### src/rtl/fetch_stage.sv
// fetch_stage: instruction fetch stage of the 5-stage WISC pipeline.
//
// Owns the PC, drives the instruction-memory request/done handshake and loads the IF/ID
// register (instr, PC_inc, IFID_valid). Redirects (PCsrc/flush/PC_new) come back from decode.
// Stall, halt and discard of in-flight responses are handled here, so decode only ever sees a
// valid instruction or a NOP bubble.
//
// Parameters:
//   RESET_PC   - PC loaded on reset
//   NOP_INSTR  - bubble word inserted into IF/ID
//
// Ports:
//   clk, rst                   - clock, asynchronous active-low reset
//   stall                      - hold IF/ID and PC (PCsrc/flush ignored while set)
//   PCsrc, flush, PC_new       - redirect request, IF/ID squash, redirect target
//   imem_addr, imem_rd         - fetch address (= PC) and request, decoded from registers only
//   imem_data, imem_done,
//   imem_err                   - response word, strobe and fault (fault qualified by done)
//   instr, PC_inc, IFID_valid  - IF/ID pipeline register
//   halted, err                - fetch stopped; sticky fetch error
//
// Optional feature: define FETCH_ALIGN_CHK_EN to trap odd PCs as fetch errors instead of
// issuing the request.
module fetch_stage #(
   parameter logic [15:0] RESET_PC  = 16'h0000,
   parameter logic [15:0] NOP_INSTR = 16'h0800
) (
   input  logic        clk,
   input  logic        rst,
   input  logic        stall,
   input  logic        PCsrc,
   input  logic        flush,
   input  logic [15:0] PC_new,
   output logic [15:0] imem_addr,
   output logic        imem_rd,
   input  logic [15:0] imem_data,
   input  logic        imem_done,
   input  logic        imem_err,
   output logic [15:0] instr,
   output logic [15:0] PC_inc,
   output logic        IFID_valid,
   output logic        halted,
   output logic        err
);

   typedef enum logic [1:0] {
      StFetch,
      StHold,
      StDrain,
      StHalted
   } state_e;

   state_e      state_q;
   logic [15:0] pc_q;
   logic [15:0] hold_q;     // word captured while stalled
   logic [15:0] pc_plus2;
   logic        redirect;
   logic        misaligned;

   assign pc_plus2 = pc_q + 16'd2;   // wraps modulo 2^16
   assign redirect = PCsrc & ~stall;

`ifdef FETCH_ALIGN_CHK_EN
   assign misaligned = pc_q[0];
`else
   assign misaligned = 1'b0;
`endif

   assign imem_addr = pc_q;
   assign imem_rd   = (state_q == StFetch) & ~misaligned;
   assign halted    = (state_q == StHalted);

   always_ff @(posedge clk or negedge rst) begin
      if (!rst) begin
         state_q    <= StFetch;
         pc_q       <= RESET_PC;
         hold_q     <= NOP_INSTR;
         instr      <= NOP_INSTR;
         PC_inc     <= 16'h0000;
         IFID_valid <= 1'b0;
         err        <= 1'b0;
      end else begin
         // Redirect wins over advance and halt detection in every state.
         if (redirect) begin
            pc_q   <= PC_new;
            hold_q <= NOP_INSTR;
            if (flush) begin
               instr      <= NOP_INSTR;
               PC_inc     <= 16'h0000;
               IFID_valid <= 1'b0;
            end
         end

         unique case (state_q)
            StFetch: begin
               if (redirect) begin
                  // An unanswered request must be drained before refetching.
                  state_q <= (imem_rd && !imem_done) ? StDrain : StFetch;
               end else if (misaligned) begin
                  err        <= 1'b1;
                  instr      <= NOP_INSTR;
                  PC_inc     <= 16'h0000;
                  IFID_valid <= 1'b0;
                  state_q    <= StHalted;
               end else if (imem_done) begin
                  if (imem_err) begin
                     err        <= 1'b1;
                     instr      <= NOP_INSTR;
                     PC_inc     <= 16'h0000;
                     IFID_valid <= 1'b0;
                     state_q    <= StHalted;
                  end else if (stall) begin
                     hold_q  <= imem_data;
                     state_q <= StHold;
                  end else begin
                     instr      <= imem_data;
                     PC_inc     <= pc_plus2;
                     IFID_valid <= 1'b1;
                     // HALT (opcode 0) is delivered but the PC stays on it.
                     if (imem_data[15:11] == 5'b00000) begin
                        state_q <= StHalted;
                     end else begin
                        pc_q <= pc_plus2;
                     end
                  end
               end
            end

            StHold: begin
               if (redirect) begin
                  state_q <= StFetch;
               end else if (!stall) begin
                  instr      <= hold_q;
                  PC_inc     <= pc_plus2;
                  IFID_valid <= 1'b1;
                  if (hold_q[15:11] == 5'b00000) begin
                     state_q <= StHalted;
                  end else begin
                     pc_q    <= pc_plus2;
                     state_q <= StFetch;
                  end
               end
            end

            StDrain: begin
               // The stale response is dropped; a redirect here only moved the PC above.
               if (imem_done) begin
                  state_q <= StFetch;
               end
            end

            StHalted: begin
               if (redirect) begin
                  state_q <= StFetch;
               end
            end
         endcase
      end
   end

endmodule

### config.mk
export PLATFORM = sky130hd
export DESIGN_NAME = fetch_stage
export DESIGN_NICKNAME = d
export VERILOG_FILES = /design/src/rtl/fetch_stage.sv
export SDC_FILE = /design/constraint.sdc
export NUM_CORES = 1
export LEC_CHECK = 0
export ABC_AREA = 1
export CORE_MARGIN = 2
export CORE_UTILIZATION = 50
export DETAILED_ROUTE_END_ITERATION = 7
export PLACE_DENSITY = 0.81
export REMOVE_ABC_BUFFERS = 1
export SETUP_SLACK_MARGIN = 0.15
export SLEW_MARGIN = 10
export SYNTH_ARGS = -nofsm -noshare
export SYNTH_HDL_FRONTEND = slang
export SYNTH_SLANG_ARGS = --single-unit
### constraint.sdc
create_clock -name clk -period 1.8 [get_ports clk]
set_input_delay 0.27 -clock clk [delete_from_list [all_inputs] [get_ports clk]]
set_output_delay 0.27 -clock clk [all_outputs]
set_load 0.03 [all_outputs]
# Word level (Yosys, flattened, before mapping)
# Index checks and enable logic that the tools add are counted.
# classes
n_bitwise,3
n_addsub,1
n_reduce_logical,7
eq_ne,8
n_mux,53
# ops
op,n
16-bit 2-to-1 mux,30
16-bit case mux with 2 select lines,3
2-bit 2-to-1 mux,11
16-bit by 2-bit adder with 16-bit output (second input constant),1
5-bit zero test,2
2-bit case mux with 4 select lines,1
1-bit 2-to-1 mux,7
5-bit by 2-bit inequality test with 1-bit output (second input constant),1
5-bit AND reduction,1
2-bit equality test (second input constant),2
4-bit AND reduction,1
3-bit by 1-bit inequality test with 1-bit output (second input constant),1
3-bit inequality test (second input constant),1
2-bit by 1-bit equality test with 1-bit output (second input constant),1
2-bit zero test,1
2-bit by 1-bit inequality test with 1-bit output (second input constant),1
2-bit inequality test (second input constant),1
1-bit NOT,2
1-bit case mux with 2 select lines,1
1-bit bitwise AND,1
1-bit logical AND,1
1-bit zero test,1
# word_totals
ff_bits,68
input_bits,39

# Depth between registers and ports, before layout
# Gate-level depths: netlist of run 1.
# logic_depth
depth_word,9
mapped_depth,12
ltp_nobuf,10

# Least setup slack after synthesis of run 1
# OpenSTA, ideal clock, no wires.
# synth_timing
path_kind,flip-flop to flip-flop
start,"reg pc_q[1], in the netlist imem_addr[1]"
end,reg PC_inc[9]
t_required_ns,1.673
slack_ns,0.108
t_arrival_ns,1.565
path_stages_with_launch,11
cell_sequence,dfrtp_1 ha_1 nand2_1 nor2_1 nand2_1 nand2_1 nand2_1 nand2_1 nand2_1 nand3_1 o21ai_0
# synth_via
elab_chain_len,6
word_cells_on_any_way,7
cone_classes,add/sub: 1; mux: 6
# synth_lines
element,line_no,rtl
"start, declared",54,logic [15:0] pc_q;
"start signal, assigned",85,pc_q <= PC_new;
"start signal, assigned",123,pc_q <= pc_plus2;
"start signal, assigned",139,pc_q <= pc_plus2;
16-bit by 2-bit adder with 16-bit output *,60,assign pc_plus2 = pc_q + 16'd2;
16-bit 2-to-1 mux *,"112, 132",
16-bit 2-to-1 mux,106,if (imem_err) begin
16-bit 2-to-1 mux,105,end else if (imem_done) begin
16-bit 2-to-1 mux,96,if (redirect) begin
16-bit case mux with 2 select lines *,94,unique case (state_q)
"end signal, assigned",117,PC_inc <= pc_plus2;
"end signal, assigned",134,PC_inc <= pc_plus2;
"end, declared",40,"output logic [15:0] PC_inc,"
# Mark *: on every way between the ends. The rest lies on a longest branch, timed or not.
# A chain may end at the register's enable or synchronous reset.

# Worst setup path after layout of run 1
# layout_timing
start,reg state_q[0]
end,out imem_rd
# layout_via
elab_chain_len,1
# layout_lines
element,line_no,rtl
"start, declared",53,state_e state_q;
"start signal, assigned",75,state_q <= StFetch;
"start signal, assigned",98,state_q <= (imem_rd && !imem_done) ? StDrain : StFetch;
"start signal, assigned",104,state_q <= StHalted;
2-bit zero test,70,assign imem_rd = (state_q == StFetch) & ~misaligned;
"end, declared",35,"output logic imem_rd,"
# No other way between the ends.

==> reports/results.ini, run 1 <==
[critical_path]
reg2reg_from=state_q[0]$_DFFE_PN0P_
ff2ff_path_depth=9
timing.rr.end=instr[9]$_DFF_PN0_
regToRegSetupSlack_ps=180
cpMostUsedCell=buf_4
cp.required_ps=1530
crit_family=flip-flops
critPathCaptureType=output port
worstSetupPathType=reg -> out
worstPathArrival_ps=1380
worstSetupStartpointType=register
critPathMaxFanout=5
slowest_stage=dfrtp_2
critPathBufInv=2
worstPathCellList=nor2_4 > buf_4 > buf_4
max_stage_delay_ps=460

[clock_tree]
clkSinkCount=68
clk_pin_slew_worst_paths_ps=80
cts-root-buf=clkbuf_8
clockBufferDepth=2
insertion_delay_ps=360
htreeDepth=3
cts_tree=done
cts_inserted_buffers=9

[synthesis]
netlist_area_sq_mm=0.00392
synth_edf_count=0
syn-instance-count=529
yosys_warnings=0
synth_flop_cell=dfrtp_1
seq_area_frac_synth=0.435
syn_area_per_cell_sq_um=7.41
synth-async-reset-ratio=1.00
ys_ff_latch=68
ys_types=41

[floorplanning]
rows=32
dieArea_sq_mm=0.00856
die_h_microns=92.5
floorplan.initialDensity=0.513
io_pins=91
die_x_microns=92.5
fp.coreArea_sq_mm=0.00765

[layout]
layout_common_cells=nand2_1, nand3_1, dfrtp_1, buf_4, inv_1
n_antenna_cell=0
regArea_sq_mm=0.00171
synthToLayoutAreaGrowth_pct=42.4
final_common_cell=nand2_1
multi_input_area_sq_mm=0.00192
final_cells=787
nets=720
fill_cells=622
drive_gt1_frac=0.185

[place]
place_congestion=0.997
port_buffers=90
dp.cells=767
hpwl_microns=9020

[global_route]
grt_pass1_vias=4040
grt_pass1_wl_microns=19900
track_usage=0.294
grt-ovfl-total=0
grt_max_degree=69
antenna_found_initial=0

[power_and_ir_drop]
seq_power_share=0.298
p_int_mw=4.43
combPwrFrac=0.532
p_switching_mw=4.02
pwr_density_cell_mw_per_mm2=1510
pwr-share-clk=0.170
peakVddDrop_v=0.00103
p_sw_frac=0.475
p_leak_nw=2.97

[timing]
worst_slew_pin_slew_ps=379
clock.fmax_ghz=0.605
setup_tns_ps=0
fin_crit_sh=0.918
relSlewSlack=0.747
whs_ps=456
rsz0062_at_grt=yes
finalSetupViolCount=0
finClkSkew_ps=6.29
hold_violations=0
period_needed_ps=1650
slew_violations=0

[detailed_routing]
drt_pass1_iterations=5
initialDrtViolationCount=268
totalWireLength_microns=12200
ant_nets=0
drc=0
post_drt_wl_per_cell_microns=15.5
viasPerCell=5.39
via_count=4240

[run]
drv_cap=0

[outcome]
outcome=finished clean

[hold_path]
hold_path_class=in -> async

==> worst register-to-register path, cell delays in order, from the launching register on <==
cell and delay, ps:
dfrtp_2 460, nor2_4 240, inv_2 130, nor2_4 110, inv_2 40, nor2_2 160, o21ai_4 80, buf_12 150
nand2_1 60, nand3_1 80
==> sequential cells by signal, indices dropped and copies added, names as in the netlist <==
register / cells
imem_addr: 16
hold_q: 16
IFID_valid: 1
instr: 16
err: 1
PC_inc: 16
state_q: 2
==> cells in the mapped netlist (all sizes together), types with 2 or more instances <==
library cell	number	area share
inv	58	0.056
or2	2	0.0032
nand3	70	0.094
nor3	2	0.0026
o21bai	2	0.0038
nand2	168	0.17
a22oi	3	0.0057
dfstp	2	0.013
xor2	3	0.0067
o22ai	6	0.0096
nor2	46	0.056
o211ai	7	0.013
nand4	10	0.016
o21ai	33	0.046
a21oi	29	0.038
buf	14	0.025
dfrtp	66	0.42
==> what timing repair did <==
action | 4_1_cts | 5_1_grt
resized for setup | 46 | 18
hold buffers | 1 | 0
endpoints found under the setup margin | 52 | 45
pin swaps | 2 | 2
endpoints found under the hold margin | 66 | 0
buffers inserted | 0 | 3
cloned | 0 | 0
==> logic make-up (layout without fill, tap and decap cells) <==
logic type               after synthesis  after routing  share of synthesized area
AND/OR/NAND/NOR                      300            300                      0.348
buffers and inverters                 73            229                     0.0823
AO/OA/AOI/OAI                         83             83                      0.123
XOR/XNOR                               4              4                    0.00894
adder cells (fa/ha/maj)                1              1                    0.00319
flip-flops                            68             68                      0.435
==> worst max path at each step <==
| stage | start | cells past startpoint | to | slack (ps) |
|---|---|---|---|---|
| 3_3_place_gp | stall | 9 | PC_inc[0]$_DFF_PN0_ | -130 |
| 5_1_grt | imem_addr[2]$_DFF_PN0_ | 9 | imem_addr[10]$_DFF_PN0_ | 70 |
| 2_1_floorplan | state_q[1]$_DFFE_PN0P_ | 8 | PC_inc[0]$_DFF_PN0_ | 20 |
| 4_1_cts | instr[10]$_DFF_PN0_ | 1 | instr[10] | 150 |
| 3_5_place_dp | stall | 9 | PC_inc[0]$_DFF_PN0_ | -210 |
| 6_report | state_q[0]$_DFFE_PN0P_ | 3 | imem_rd | 150 |
==> layer usage <==
layer	vias up	GRT usage	wire length (microns)
met2	152	0.468	5770
met3	18	0.0415	736
met4	0	0.0995	189
met1	2023	0.413	5500
li1	2047	-	-
met5	-	0	0
==> power by group through the flow <==
stage	logic, mW	registers (mW)	clock network, mW
floorplan	1.82	3.31	0
global placement	4.47	2.54	0
detailed placement	4.56	2.56	0
CTS	4.32	2.52	1.45
global route	4.86	2.58	1.50
finish	4.49	2.52	1.44
==> per-stage QoR <==
step	cell area (sq um)	utilization	setup WS, ps	power [mW]
floorplan	3820	-	23.8	5.13
global placement	5320	0.696	-130	7.02
detailed placement	5320	0.696	-211	7.12
CTS	5500	0.719	150	8.28
global route	5580	0.730	70.3	8.94
finish	5580	0.730	148	8.45
==> area by class of cell <==
class / instances / area share
Tap cell: 102 / 0.0229
Inverter: 58 / 0.0399
Timing Repair Buffer: 155 / 0.248
Clock inverter: 7 / 0.0179
Clock buffer: 9 / 0.0222
Sequential cell: 68 / 0.306
Multi-Input combinational cell: 388 / 0.344
No activity file was read; power rests on OpenSTA's default activity.
==> run 2: changes to the inputs <==
--- a/config.mk
+++ b/config.mk
@@ -6,7 +6,8 @@
 export NUM_CORES = 1
 export LEC_CHECK = 0
 export ABC_AREA = 1
-export CORE_MARGIN = 2
+export CORE_ASPECT_RATIO = 2
+export CORE_MARGIN = 3
 export CORE_UTILIZATION = 50
 export DETAILED_ROUTE_END_ITERATION = 7
 export PLACE_DENSITY = 0.81
==> run 2 against run 1 <==
Compared with the run above: clock-buffer cell count is 4 higher; via count is 2.0% higher; global-route usage is 1.7 points higher; utilization is 3.3 points higher; worst hold slack better by 13 ps; non-clock buffer count is 3 higher; final area is 3.8% higher; final cell count is 0.64% lower; critical path depth is 2 lower; fmax is 1.3% higher; worst setup slack better by 20 ps; critical endpoint is now IFID_valid; largest cell class unchanged.
==> reports/results.ini, run 2 (synthesis gave the netlist of run 1 again) <==
[outcome]
outcome=finished clean

[floorplanning]
io_pins=91
rows=45
die_h_microns=131
floorplan.initialDensity=0.516
fp.coreArea_sq_mm=0.00760
dieArea_sq_mm=0.00900
die_x_microns=68.6

[timing]
fin_crit_sh=0.906
period_needed_ps=1630
clock.fmax_ghz=0.613
setup_tns_ps=0
finalSetupViolCount=0
hold_violations=0
relSlewSlack=0.745
worst_slew_pin_slew_ps=382
finClkSkew_ps=4.83
rsz0062_at_grt=yes
slew_violations=0

[hold_path]
hold_depth=1
hold_path_class=reg -> reg
hold_end=err$_DFFE_PN0P_
hold_path.startpoint=err$_DFFE_PN0P_

[global_route]
grt_pass1_vias=4485
grt_max_degree=69
track_usage=0.311
antenna_found_initial=0
grt-ovfl-total=0
grt_pass1_wl_microns=21200

[detailed_routing]
viasPerCell=5.53
via_count=4326
drc=0
totalWireLength_microns=13200
ant_nets=0
drt_pass1_iterations=4
initialDrtViolationCount=398
post_drt_wl_per_cell_microns=16.9

[critical_path]
timing.rr.end=PC_inc[13]$_DFF_PN0_
critPathMaxFanout=2
max_stage_delay_ps=690
ff2ff_path_depth=7
slowest_stage=clkdlybuf4s50_1
worstSetupPathType=reg -> out
worstSetupStartpointType=register
critPathBufInv=1
critPathCaptureType=output port
critical_path_depth=1
worstPathArrival_ps=1360
regToRegSetupSlack_ps=220
crit_family=buffers and inverters
worstPathCellList=clkdlybuf4s50_1
reg2reg_from=state_q[1]$_DFFE_PN0P_
cp.required_ps=1530

[clock_tree]
htreeDepth=3
cts_inserted_buffers=9
clkSinkCount=68
cts_tree=done
clockBufferDepth=2
clk_pin_slew_worst_paths_ps=50
cts-root-buf=clkbuf_16
insertion_delay_ps=330

[layout]
synthToLayoutAreaGrowth_pct=47.8
drive_gt1_frac=0.195
final_cells=782
layout_common_cells=nand2_1, nand3_1, dfrtp_1, buf_4, inv_1
final_common_cell=nand2_1
n_antenna_cell=0
postLayoutCellArea_sq_mm=0.00580
nets=723

[power_and_ir_drop]
p_sw_frac=0.450
p_total_mw=9.05
seq_power_share=0.284
combPwrFrac=0.524
p_leak_nw=3.23
p_switching_mw=4.08
peakVddDrop_v=0.000885
pwr-share-clk=0.192
pwr_density_cell_mw_per_mm2=1560
p_int_mw=4.98

[place]
placed_area_sq_mm=0.00533
place_congestion=1.03
port_buffers=90
hpwl_microns=9730
dp.cells=756

[run]
drv_cap=0

[run 2: cell count changes in the layout (fill, tap and decap cells not counted), sizes merged]
cell	change
buf	+3
bufinv	-1
dlygate4sd2	-21
clkbuf	+4
dlymetal6s2s	+16
clkdlybuf4s50	+5
inv	-1
clkinv	-2
[run 2: layer usage]
layer / global-route usage / routed length (microns)
met5: 0 / 0
met4: 0.169 / 623
met3: 0.0582 / 595
met2: 0.558 / 7440
met1: 0.315 / 4550
[run 2: worst max-delay path by stage]
| stage | end | slack [ps] | from |
|---|---|---|---|
| after floorplan | PC_inc[0]$_DFF_PN0_ | 20 | state_q[1]$_DFFE_PN0P_ |
| after global placement | PC_inc[9]$_DFF_PN0_ | -120 | PCsrc |
| after detailed placement | instr[8]$_DFF_PN0_ | -150 | stall |
| after CTS | halted | 140 | state_q[0]$_DFFE_PN0P_ |
| after global routing | PC_inc[9]$_DFF_PN0_ | 130 | imem_addr[1]$_DFF_PN0_ |
| final | IFID_valid | 170 | IFID_valid$_DFF_PN0_ |
[run 2: per-stage QoR]
step | utilization | hold slack, ps | setup WS, ps
2_1_floorplan | - | -25.6 | 23.8
4_1_cts | 0.742 | 470 | 143
6_report | 0.762 | 469 | 169
3_5_place_dp | 0.701 | 318 | -148
3_3_place_gp | 0.701 | 321 | -123
5_1_grt | 0.762 | 497 | 126
[run 2: timing repair]
| action | in CTS | in global routing |
|---|---|---|
| hold buffers | 1 | 0 |
| buffers inserted | 3 | 6 |
| gates cloned | 0 | 0 |
| pin swaps | 2 | 2 |
| setup endpoints to repair | 33 | 54 |
| hold endpoints to repair | 66 | 0 |
| gates resized for setup | 27 | 38 |
[run 2: power groups by stage]
stage / sequential (mW) / combinational [mW] / clock [mW]
after detailed placement: 2.57 / 4.65 / 0
after floorplan: 3.31 / 1.82 / 0
after CTS: 2.55 / 4.61 / 1.75
after global routing: 2.62 / 5.15 / 1.82
final: 2.57 / 4.75 / 1.74
after global placement: 2.56 / 4.58 / 0
[run 2: area by class of cell]
cell class | count | area [sq um]
repair buffers | 158 | 1520
flip-flops and latches | 68 | 1710
well taps | 94 | 118
clock inverters | 3 | 40.0
inverters | 58 | 220
multi-input cells | 388 | 1940
fillers | 586 | 1810
clock buffers | 13 | 250
==> run 3: changes to the inputs <==
--- a/config.mk
+++ b/config.mk
@@ -6,7 +6,7 @@
 export NUM_CORES = 1
 export LEC_CHECK = 0
 export ABC_AREA = 1
-export CORE_ASPECT_RATIO = 2
+export CORE_ASPECT_RATIO = 0.8
 export CORE_MARGIN = 3
 export CORE_UTILIZATION = 50
 export DETAILED_ROUTE_END_ITERATION = 7
==> run 3 against run 2 <==
Compared with the run above: final cell count grew 0.51%; fmax fell by 0.53%; clock power shrank 33%; global-route usage decreased by 3.9 points; routed wire length decreased by 9.7%; critical endpoint is now imem_addr[10]$_DFF_PN0_; highest routed layer unchanged.
==> reports/results.ini, run 3 (synthesis gave the netlist of run 1 again) <==
[floorplanning]
io_pins=91
dieArea_sq_mm=0.00895
rows=28
die_x_microns=105
fp.coreArea_sq_mm=0.00750
floorplan.initialDensity=0.523
die_h_microns=85.2

[layout]
multi_input_area_sq_mm=0.00193
layout_common_cells=nand2_1, nand3_1, dfrtp_1, buf_4, dlygate4sd2_1
synthToLayoutAreaGrowth_pct=41.4
final_cells=786
regArea_sq_mm=0.00171
nets=715
drive_gt1_frac=0.187
fill_cells=669
final_common_cell=nand2_1

[power_and_ir_drop]
peakVddDrop_v=0.000918
pwr_density_cell_mw_per_mm2=1480
p_leak_nw=2.92

[critical_path]
critPathCaptureType=register
slowest_stage=dfrtp_1
critPathMaxFanout=4
worstSetupPathType=reg -> reg
reg2reg_from=imem_addr[1]$_DFF_PN0_
crit_start=imem_addr[1]$_DFF_PN0_
worstSetupStartpointType=register
regToRegSetupSlack_ps=160
cpMostUsedCell=nand2_1
worstPathArrival_ps=1880
crit_family=simple AND/OR/NAND/NOR gates
critPathBufInv=1
max_stage_delay_ps=420
worstPathCellList=nand3_1 > nor2_1 > nand2_1 > nand2_1 > nand2_1 > nand2_1 > nand3_1 > o21ai_0 > inv_1
cp.required_ps=2040

[detailed_routing]
totalWireLength_microns=11900
viasPerCell=5.40
drt_pass1_iterations=5
drc=0
post_drt_wl_per_cell_microns=15.2
initialDrtViolationCount=277
via_count=4244
ant_nets=0

[timing]
period_needed_ps=1640
relSlewSlack=0.756
finalSetupViolCount=0
fin_crit_sh=0.911
rsz0062_at_grt=yes
clock.fmax_ghz=0.610
finClkSkew_ps=16.6
hold_violations=0
worst_slew_pin_slew_ps=366
slew_violations=0
setup_tns_ps=0

[place]
port_buffers=90
place_congestion=0.980
hpwl_microns=8940
dp.cells=766

[global_route]
antenna_found_initial=0
grt_pass1_vias=4040
grt_max_degree=69
grt_pass1_wl_microns=19800
track_usage=0.272
grt-ovfl-total=0

[hold_path]
hold_path.startpoint=imem_done
hold_path_class=in -> reg

[clock_tree]
cts-root-buf=clkbuf_8
cts_tree=done
insertion_delay_ps=350
clkSinkCount=68
cts_inserted_buffers=9
htreeDepth=3
clockBufferDepth=2
clk_pin_slew_worst_paths_ps=80

[outcome]
outcome=finished clean

[run]
drv_cap=0

[run 3: changes by cell type in the layout (fill, tap and decap cells not counted), sizes merged, moves of 2 or more]
cell           before  now
clkinv              2    4
buf                69   61
dlygate4sd2        23   46
clkdlybuf4s50      41   35
dlymetal6s2s       23    6
clkinvlp            0    2
clkbuf             14   10
[run 3: layout make-up]
| class | count | share of cell area |
|---|---|---|
| Multi-Input combinational cell | 388 | 0.348 |
| Tap cell | 105 | 0.0237 |
| Clock buffer | 9 | 0.0223 |
| Sequential cell | 68 | 0.308 |
| Timing Repair Buffer | 150 | 0.248 |
| Inverter | 58 | 0.0408 |
| Antenna cell | 1 | 0.000451 |
| Clock inverter | 7 | 0.00880 |
[run 3: worst paths after layout]
check | endpoint | cells past startpoint
setup / recovery | imem_addr[10]$_DFF_PN0_ | 9
max in group asynchronous | hold_q[11]$_DFF_PN1_ | 3
hold / removal | err$_DFFE_PN0P_ | 2
setup reg to reg | imem_addr[10]$_DFF_PN0_ | 9
hold reg to reg | err$_DFFE_PN0P_ | 1
min in group asynchronous | PC_inc[4]$_DFF_PN0_ | 3
[run 3: layer usage]
| layer | global-route usage | routed length, microns | vias to the layer above |
|---|---|---|---|
| met5 | 0 | 0 | - |
| li1 | - | - | 2038 |
| met3 | 0.0555 | 1100 | 8 |
| met1 | 0.394 | 5270 | 1987 |
| met4 | 0.0691 | 77 | 0 |
| met2 | 0.421 | 5480 | 211 |
[run 3: timing repair]
action / CTS / global route
pin swaps: 1 / 1
setup endpoints to repair: 49 / 48
gates resized for setup: 48 / 21
hold buffers: 1 / 0
setup buffers: 0 / 2
hold endpoints to repair: 66 / 0
[run 3: through the flow]
step                utilization  hold slack (ps)  area, sq um  setup slack (ps)  power (mW)
CTS                       0.730              453         5470               145        8.09
floorplan                     -            -25.6         3820              23.8        5.13
global route              0.739              411         5540              92.3        8.77
finish                    0.739              403         5540               160        8.21
global placement          0.713              317         5350              -169        7.15
detailed placement        0.713              319         5350              -212        7.21
[run 3: worst reg2reg max path, stage by stage, from the launching register on]
cell and delay [ps]:
dfrtp_1 420, nand3_1 220, nor2_1 320, nand2_1 90, nand2_1 70, nand2_1 120, nand2_1 100, nand3_1 60
o21ai_0 80, inv_1 60
[run 3: report_power, final]
part	internal [mW]	switching (mW)	total (mW)
clock	0.505	0.654	1.16
sequential	2.04	0.481	2.53
combinational	1.67	2.86	4.53
